$ cat config.mk
export PLATFORM = sky130hd
export DESIGN_NAME = prim_cmd_queue
export DESIGN_NICKNAME = d
export VERILOG_FILES = /design/src/rtl/xosera_pkg.sv /design/src/rtl/prim_cmd_fifo.sv /design/src/rtl/prim_cmd_queue.sv
export SDC_FILE = /design/constraint.sdc
export NUM_CORES = 1
export LEC_CHECK = 0
export ABC_CLOCK_PERIOD_IN_PS = 3750
export CORE_MARGIN = 3
export CORE_UTILIZATION = 52
export CTS_CLUSTER_DIAMETER = 200
export DETAILED_ROUTE_END_ITERATION = 8
export PLACE_DENSITY_LB_ADDON = 0.25
export SYNTH_ARGS = -nofsm -noshare
export SYNTH_HDL_FRONTEND = slang
export SYNTH_SLANG_ARGS = --single-unit
$ cat constraint.sdc
create_clock -name clk -period 3.75 [get_ports clk]
set_input_delay 0.375 -clock clk [delete_from_list [all_inputs] [get_ports clk]]
set_output_delay 0.375 -clock clk [all_outputs]
set_load 0.01 [all_outputs]
$ cat src/rtl/xosera_pkg.sv
// Shared primitive-renderer definitions: opcodes and command-queue state.
// Referenced as xv:: by the renderer and the command queue.
package xv;

   localparam logic [3:0] PR_COORDX0 = 4'h0;
   localparam logic [3:0] PR_COORDY0 = 4'h1;
   localparam logic [3:0] PR_COORDX1 = 4'h2;
   localparam logic [3:0] PR_COORDY1 = 4'h3;
   localparam logic [3:0] PR_COORDX2 = 4'h4;
   localparam logic [3:0] PR_COORDY2 = 4'h5;
   localparam logic [3:0] PR_COLOR   = 4'h6;
   localparam logic [3:0] PR_EXECUTE = 4'hF;

   typedef enum logic [1:0] {
      PQ_READY,
      PQ_WAIT_START,
      PQ_WAIT_DONE
   } prim_q_state_t;

   function automatic logic is_execute(input logic [15:0] cmd);
      return cmd[15:12] == PR_EXECUTE;
   endfunction

endpackage

$ cat src/rtl/prim_cmd_fifo.sv
// Command FIFO for prim_cmd_queue: storage, wrapping pointers, level count.
// The caller decides acceptance; push/pop here are always honoured.
module prim_cmd_fifo #(
   parameter int DEPTH = 16,
   parameter int W     = 16
) (
   input  logic                       clk,
   input  logic                       reset_i,
   input  logic                       push,
   input  logic                       pop,
   input  logic [W-1:0]               wdata,
   output logic [W-1:0]               rdata,
   output logic                       full,
   output logic                       empty,
   output logic [$clog2(DEPTH+1)-1:0] level
);

   localparam int AW = $clog2(DEPTH);
   localparam int LW = $clog2(DEPTH+1);

   logic [W-1:0]  mem [DEPTH];
   logic [AW-1:0] wptr;
   logic [AW-1:0] rptr;

   // storage write; contents need no reset since pointers define validity
   always_ff @(posedge clk) begin
      if (push) begin
         mem[wptr] <= wdata;
      end
   end

   // pointers wrap naturally at DEPTH; level kept as a separate count
   always_ff @(posedge clk) begin
      if (reset_i) begin
         wptr  <= '0;
         rptr  <= '0;
         level <= '0;
      end else begin
         if (push) wptr <= wptr + 1'b1;
         if (pop)  rptr <= rptr + 1'b1;
         if (push && !pop)
            level <= level + 1'b1;
         else if (pop && !push)
            level <= level - 1'b1;
      end
   end

   assign rdata = mem[rptr];
   assign full  = (level == LW'(DEPTH));
   assign empty = (level == '0);

endmodule

$ cat src/rtl/prim_cmd_queue.sv
// Command queue feeding the primitive renderer, fenced around PR_EXECUTE.
// Optional sticky overflow flag built when PRIM_CMD_OVERFLOW_EN is defined.
module prim_cmd_queue
   import xv::*;
#(
   parameter int DEPTH         = 16,
   parameter int START_TIMEOUT = 7
) (
   input  logic                       clk,
   input  logic                       reset_i,
   input  logic                       cmd_wr_i,
   input  logic [15:0]                cmd_data_i,
   output logic [15:0]                cmd_o,
   output logic                       cmd_valid_o,
   input  logic                       prim_busy_i,
   output logic                       full_o,
   output logic                       empty_o,
   output logic [$clog2(DEPTH+1)-1:0] level_o,
   output logic                       idle_o,
   output logic                       overflow_o,
   input  logic                       ovf_clear_i
);

   localparam logic [3:0] TIMEOUT = 4'(START_TIMEOUT);

   prim_q_state_t state;
   prim_q_state_t state_n;
   logic [3:0]    cnt;
   logic [3:0]    cnt_n;
   logic          pop;
   logic          push;
   logic          drop;
   logic [15:0]   head;

   // a full queue still accepts when the head leaves in the same cycle
   assign push = cmd_wr_i && (!full_o || pop);
   assign drop = cmd_wr_i && !push;

   prim_cmd_fifo #(
      .DEPTH (DEPTH),
      .W     (16)
   ) u_fifo (
      .clk     (clk),
      .reset_i (reset_i),
      .push    (push),
      .pop     (pop),
      .wdata   (cmd_data_i),
      .rdata   (head),
      .full    (full_o),
      .empty   (empty_o),
      .level   (level_o)
   );

   // fence FSM: next state, pop decision and start-timeout count
   always_comb begin
      state_n = state;
      cnt_n   = cnt;
      pop     = 1'b0;
      unique case (state)
         PQ_READY: begin
            if (!empty_o && !prim_busy_i) begin
               pop = 1'b1;
               if (is_execute(head)) begin
                  state_n = PQ_WAIT_START;
                  cnt_n   = '0;
               end
            end
         end
         PQ_WAIT_START: begin
            if (prim_busy_i)
               state_n = PQ_WAIT_DONE;
            else if (cnt + 4'd1 == TIMEOUT)
               state_n = PQ_READY;
            else
               cnt_n = cnt + 4'd1;
         end
         PQ_WAIT_DONE: begin
            if (!prim_busy_i)
               state_n = PQ_READY;
         end
         default: state_n = PQ_READY;
      endcase
   end

   // state register plus registered issue port
   always_ff @(posedge clk) begin
      if (reset_i) begin
         state       <= PQ_READY;
         cnt         <= '0;
         cmd_o       <= '0;
         cmd_valid_o <= 1'b0;
      end else begin
         state       <= state_n;
         cnt         <= cnt_n;
         cmd_valid_o <= pop;
         if (pop)
            cmd_o <= head;
      end
   end

   assign idle_o = empty_o && (state == PQ_READY) && !prim_busy_i;

`ifdef PRIM_CMD_OVERFLOW_EN
   // sticky overflow; a drop in the same cycle as a clear keeps it set
   always_ff @(posedge clk) begin
      if (reset_i)
         overflow_o <= 1'b0;
      else if (drop)
         overflow_o <= 1'b1;
      else if (ovf_clear_i)
         overflow_o <= 1'b0;
   end
`else
   logic unused_ovf;
   assign unused_ovf = &{1'b0, drop, ovf_clear_i};
   assign overflow_o = 1'b0;
`endif

endmodule

# Word-level counts from Yosys, hierarchy flattened
# Memories as Yosys holds them, arrays and structs flattened. A register that Yosys moved wholly into a read port is not among the register bits.
# Index checks and enable logic that the tools add are counted.
# word_totals
register_bits	36
mem_bits_rw	256
output_inout_bits	26
wordCells	61
n_memories	1
# mem_list
memory	depth	word_bits	read_ports	rd_ports_with_merged_regs	write_ports	line	source
u_fifo.mem	16	16	1	1	1	prim_cmd_fifo.sv:21	logic [W-1:0] mem [DEPTH];
# classes
add_sub_neg	5
eq_ne	11
n_mux	19
reduce_logical	18
# ops
operator	count
$mux 4	6
$add 4x1->4 const B	3
$mux 2	5
$mux 5	2
$ne 2x2->1 const B	5
$pmux 4 s2	1
$logic_and 1x1->1	6
$pmux 2 s3	1
$add 5x1->5 const B	1
$eq 5x5->1 const B	1
$logic_not 1->1	5
$logic_not 5->1	1
$reduce_and 5->1	1
$sub 5x1->5 const B	1
$eq 4x3->1 const B	1
$eq 4x4->1 const B	1
$mux 1	4
$reduce_and 4->1	1
$reduce_bool 2->1	2
$ne 3x3->1 const B	1
$eq 2x1->1 const B	1
$eq 2x2->1 const B	1
$logic_not 2->1	1
$logic_or 1x1->1	1

# Logic depth before layout (Yosys ltp)
# depth
word_depth	11
ltp_mapped	14

# Cells and area by module
# A second synthesis with hierarchy kept.
# unflattened
hier_cells	622
hier_area_um2	11567.3
# modules_own_cells
module	n_inst	cells_per_inst	area_each_um2
prim_cmd_fifo	1	501	10550.1
prim_cmd_queue	1	121	1017.2

# Worst setup path before layout
# OpenSTA, ideal clock, no wires.
# synth_path
path_kind	register to register
start	register u_fifo.level[2]
end	register u_fifo.level[4]
setup_ns	0.128
t_arrival_ns	2.910
required_time_ns	3.622
setup_slack_ns	0.712
stages_incl_launch_ff	15
path_buffers	1
cell_sequence	dfxtp_1 > nor4_1 > nand2b_1 > and2_1 > clkinv_1 > clkbuf_1 > ha_1 > inv_1 > ha_1 > nor2b_1 > o21a_1 > or3_1 > a21oi_1 > xnor2_1 > nor2_1
# synth_between
elab_chain_cells	10
# synth_rtl
item	line	source
start, declared	prim_cmd_fifo.sv:15	output logic [$clog2(DEPTH+1)-1:0] level
start signal, assigned	prim_cmd_fifo.sv:42	level <= level + 1'b1;
start signal, assigned	prim_cmd_fifo.sv:44	level <= level - 1'b1;
$logic_not 5->1	prim_cmd_fifo.sv:50	assign empty = (level == '0);
$logic_not 1->1	prim_cmd_queue.sv:61	if (!empty_o && !prim_busy_i) begin
$logic_and 1x1->1	prim_cmd_queue.sv:61	
$mux 1	prim_cmd_queue.sv:61	
$mux 1	prim_cmd_queue.sv:59	unique case (state)
$logic_or 1x1->1	prim_cmd_queue.sv:36	assign push = cmd_wr_i && (!full_o || pop);
$logic_and 1x1->1	prim_cmd_queue.sv:36	
$logic_not 1->1	prim_cmd_fifo.sv:43	else if (pop && !push)
$logic_and 1x1->1	prim_cmd_fifo.sv:43	
$reduce_bool 2->1 (no line)	-	
# Several ways; a longest one is shown, not always the timed one. The select of a mux whose other input is x is not followed.
# A chain may end at the register's enable or synchronous reset.

# Final worst setup path
# Ends and elaborated chain as after synthesis.

==> run_summary.xml <==
<?xml version="1.0" encoding="UTF-8"?>
<metrics>
  <group name="yosys">
    <metric name="synth_simple_gate_area_share" unit="">0.0479</metric>
    <metric name="area_share_of_fa_ha_maj_cells_after_synthesis" unit="">0.0147</metric>
    <metric name="ys_seq_area_frac" unit="">0.732</metric>
    <metric name="postSynthAreaPerCell" unit="sq um">18.9</metric>
    <metric name="synth_edf_count" unit="">256</metric>
    <metric name="synth_area" unit="sq mm">0.0116</metric>
    <metric name="synth.mux.area_fraction" unit="">0.153</metric>
    <metric name="yosys_most_used_dff" unit="">edfxtp_1</metric>
    <metric name="synth_compound_area_frac" unit="">0.0210</metric>
    <metric name="xor_and_xnor_fraction_of_the_mapped_netlist_area" unit="">0.00981</metric>
    <metric name="syn_nets" unit="">649</metric>
    <metric name="number_of_cells_produced_by_synthesis" unit="">615</metric>
    <metric name="yosys_register_bits" unit="">296</metric>
    <metric name="synthDistinctLibCells" unit="">47</metric>
    <metric name="asyncSetResetFlopFracSynth" unit="">0</metric>
    <metric name="yosys_warnings" unit="">0</metric>
    <metric name="combinational_family_with_the_most_area_after_synthesis" unit="">multiplexers</metric>
  </group>
  <group name="routing">
    <metric name="number_of_drc_markers_in_iteration_0" unit="">671</metric>
    <metric name="dr_total_vias" unit="">5859</metric>
    <metric name="vias_per_cell" unit="">5.89</metric>
    <metric name="route.detailed.drc" unit="">0</metric>
    <metric name="drt_pass1_iterations" unit="">5</metric>
    <metric name="postRouteAntennaNets" unit="">0</metric>
    <metric name="totalWireLength" unit="microns">23900</metric>
    <metric name="wl_per_cell" unit="microns">24.0</metric>
  </group>
  <group name="global_routing">
    <metric name="grtUsageTotal" unit="">0.201</metric>
    <metric name="grt_pass1_vias" unit="">5999</metric>
    <metric name="grt_pass1_wl" unit="microns">36400</metric>
    <metric name="grt_max_degree" unit="">42</metric>
    <metric name="antenna_violations_before_repair" unit="">0</metric>
    <metric name="overflow" unit="">0</metric>
  </group>
  <group name="critical_path">
    <metric name="critPathKind" unit="">reg2reg</metric>
    <metric name="start_kind" unit="">register</metric>
    <metric name="regToRegStartpoint" unit="">u_fifo.level[2]$_SDFFE_PP0P_</metric>
    <metric name="crit_required" unit="ns">4.17</metric>
    <metric name="cp_max_fanout" unit="">6</metric>
    <metric name="worst-r2r-cell-count" unit="">12</metric>
    <metric name="cp.arrival" unit="ns">3.30</metric>
    <metric name="r2r_setup_slack" unit="ns">0.86</metric>
    <metric name="worstReg2RegEnd" unit="">u_fifo.level[4]$_SDFFE_PP0P_</metric>
    <metric name="setup.worst_path.end_class" unit="">register</metric>
  </group>
  <group name="pwr">
    <metric name="static-leakage-power" unit="uW">0.00436</metric>
    <metric name="pwr-share-seq" unit="">0.459</metric>
    <metric name="switching_share" unit="">0.257</metric>
    <metric name="max-vdd-ir-drop" unit="V">0.000347</metric>
    <metric name="powerDensity" unit="mW/mm^2">640</metric>
    <metric name="p_switching" unit="uW">2220</metric>
    <metric name="pwr-share-comb" unit="">0.205</metric>
    <metric name="internal_power_component" unit="uW">6400</metric>
    <metric name="power.clock.fraction" unit="">0.336</metric>
  </group>
  <group name="sta">
    <metric name="fmax" unit="MHz">347</metric>
    <metric name="rsz0062_at_grt" unit="">no</metric>
    <metric name="least_margin_pin_slew" unit="ns">0.670</metric>
    <metric name="finalHoldViolCount" unit="">0</metric>
    <metric name="count_of_endpoints_failing_setup_in_the_final_report" unit="">0</metric>
    <metric name="timing_max_transition_violations_final" unit="">0</metric>
    <metric name="fin_crit_sh" unit="">0.770</metric>
    <metric name="totalNegativeSetupSlack" unit="ns">0</metric>
    <metric name="maxSlewHeadroom" unit="">0.553</metric>
    <metric name="finalWorstPathRequiredPeriod" unit="ns">2.89</metric>
    <metric name="timing.hold.ws" unit="ns">0.454</metric>
    <metric name="clock_skew" unit="ns">0.0144</metric>
  </group>
  <group name="clocking">
    <metric name="tritoncts_num_sinks" unit="">296</metric>
    <metric name="clkTransAtPathRegs" unit="ns">0.06</metric>
    <metric name="clockRootBuffer" unit="">clkbuf_16</metric>
    <metric name="htreeDepth" unit="">1</metric>
    <metric name="clock_path_buffers" unit="">3</metric>
    <metric name="ctsHoldBuffers" unit="">0</metric>
    <metric name="cts_inserted_buffers" unit="">30</metric>
    <metric name="cts_tree" unit="">built</metric>
    <metric name="cts_setup_buffers" unit="">0</metric>
    <metric name="ctsResizeCount" unit="">0</metric>
    <metric name="clock_insertion_delay_worst_skew" unit="ns">0.55</metric>
  </group>
  <group name="hold_path">
    <metric name="min-delay-start" unit="">cmd_o[0]$_SDFFE_PP0N_</metric>
    <metric name="hold_path_class" unit="">reg2reg</metric>
    <metric name="timing.hold.worst_path_depth" unit="">2</metric>
    <metric name="end_point_of_the_worst_hold_path" unit="">cmd_o[0]$_SDFFE_PP0N_</metric>
  </group>
  <group name="floorplan">
    <metric name="die_x" unit="microns">155</metric>
    <metric name="area_of_the_die" unit="sq mm">0.0241</metric>
    <metric name="die_height" unit="microns">155</metric>
    <metric name="start_util" unit="">0.530</metric>
    <metric name="design.portCount" unit="">47</metric>
    <metric name="design.core.area" unit="sq mm">0.0219</metric>
    <metric name="placementRows" unit="">54</metric>
  </group>
  <group name="run">
    <metric name="max_cap_viols" unit="">0</metric>
  </group>
  <group name="final_layout">
    <metric name="layout-area-overhead-vs-synth" unit="%">16.1</metric>
    <metric name="utilization" unit="">0.615</metric>
    <metric name="layout-drive-gt1-share" unit="">0.224</metric>
    <metric name="nNetsFinal" unit="">723</metric>
    <metric name="instances_no_fill" unit="">994</metric>
  </group>
  <group name="place">
    <metric name="port_buffers" unit="">44</metric>
    <metric name="placed_cells_incl_taps" unit="">937</metric>
    <metric name="dp.final_hpwl" unit="microns">14400</metric>
    <metric name="place_congestion" unit="">0.827</metric>
  </group>
  <group name="outcome">
    <metric name="run_status" unit="">complete, no violations</metric>
  </group>
</metrics>
[layout make-up]
| cell class | instances | area, sq um |
|---|---|---|
| fillers | 1568 | 8420 |
| inverters | 16 | 60.1 |
| well taps | 280 | 350 |
| repair buffers | 74 | 703 |
| multi-input cells | 271 | 2890 |
| flip-flops and latches | 296 | 8490 |
| clock inverters | 16 | 120 |
| clock buffers | 40 | 856 |
| diodes | 1 | 2.50 |
[worst max-delay path: stages, from the launching register on]
cell and delay [ns]:
dfxtp_1 0.37, nor4_1 0.40, nand2_1 0.12, o21a_1 0.21, ha_1 0.26, inv_1 0.15
ha_1 0.26, nor2b_1 0.14, o21a_1 0.17, or3_1 0.30, a21oi_1 0.20, xnor2_1 0.14
nor2_1 0.05
[through the flow]
stage               total power, uW  instance area, sq um  setup slack (ns)
floorplan                      5270                 11600             0.712
global placement               5760                 12500             0.655
detailed placement             5820                 12500             0.570
CTS                            8700                 13500             0.838
global route                   9000                 13500             0.567
finish                         8620                 13500             0.864
[logic make-up after synthesis]
kind of cell,count (synthesis)
adder cells (fa/ha/maj),13
XOR/XNOR,13
flip-flops,296
multiplexers,84
AND/OR/NAND/NOR,119
AO/OA/AOI/OAI,41
other,1
buffers and inverters,48
[sequential cells by signal (all words and copies together) (netlist names), named ones only]
register	count
cmd_valid_o	1
cnt	4
u_fifo.mem	256
u_fifo.wptr	4
cmd_o	16
u_fifo.level	5
u_fifo.rptr	4
state	2
[cell usage after synthesis, types with 3 or more instances]
library cell  count  share of area
inv_1            15         0.0049
a22oi_1           4         0.0026
nor2b_1           3         0.0016
mux2i_1           9         0.0078
dfxtp_1          40          0.069
clkbuf_1         14         0.0045
xnor2_1           5         0.0038
and2_1           10         0.0054
ha_1             12          0.013
mux4_2           72           0.14
xor2_1            8         0.0060
buf_2             9         0.0039
nand2_1          43          0.014
edfxtp_1        256           0.66
a21oi_1          24          0.010
nor3_1           10         0.0043
nor2_1           30         0.0097
nand3_1           8         0.0035
buf_6             4         0.0039
[routing by layer]
layer | up-vias | global-route usage | share of wire
li1 | 2587 | - | -
met5 | - | 0 | 0
met4 | 0 | 0.0400 | 0.014
met3 | 28 | 0.0356 | 0.072
met1 | 3043 | 0.285 | 0.41
met2 | 201 | 0.334 | 0.51
[worst max-delay path by stage]
stage | startpoint | slack, ns | cells after the start | to
6_report | u_fifo.level[2]$_SDFFE_PP0P_ | 0.86 | 12 | u_fifo.level[4]$_SDFFE_PP0P_
5_1_grt | u_fifo.level[2]$_SDFFE_PP0P_ | 0.57 | 12 | u_fifo.level[4]$_SDFFE_PP0P_
4_1_cts | u_fifo.level[2]$_SDFFE_PP0P_ | 0.84 | 12 | u_fifo.level[4]$_SDFFE_PP0P_
3_5_place_dp | prim_busy_i | 0.57 | 13 | u_fifo.level[4]$_SDFFE_PP0P_
3_3_place_gp | prim_busy_i | 0.66 | 13 | u_fifo.level[4]$_SDFFE_PP0P_
2_1_floorplan | u_fifo.level[2]$_SDFFE_PP0P_ | 0.71 | 14 | u_fifo.level[4]$_SDFFE_PP0P_
[power by group through the flow]
stage	Sequential [uW]	Combinational (uW)	Clock, uW
finish	3960	1770	2900
global route	3990	1920	3080
CTS	3970	1800	2930
global placement	4020	1740	0
detailed placement	4030	1780	0
floorplan	3920	1350	0
[cell usage in the layout, fill, tap and decap left out, types with 2 or more instances in the layout]
master,instances
a21oi_1,24
xor2_1,8
buf_4,27
clkbuf_16,32
or3_1,2
xnor2_1,5
nand4_1,2
nor2b_1,3
or4_1,2
edfxtp_1,256
nor2_2,2
a31oi_1,2
clkdlybuf4s50_1,44
mux4_1,2
mux2i_1,9
o211ai_1,2
clkinv_2,5
nor3_2,4
clkbuf_4,4
o2bb2ai_1,2
a22oi_1,4
dfxtp_1,38
nand2_1,43
clkinv_1,7
mux4_2,72
buf_12,3
o21ai_0,2
ha_1,12
o21a_1,2
and2_1,10
clkbuf_1,3
inv_1,15
nor2_1,28
nor3_1,6
nand2b_1,2
nand3_1,8
Note: power is estimated with default switching activity, not from simulation.
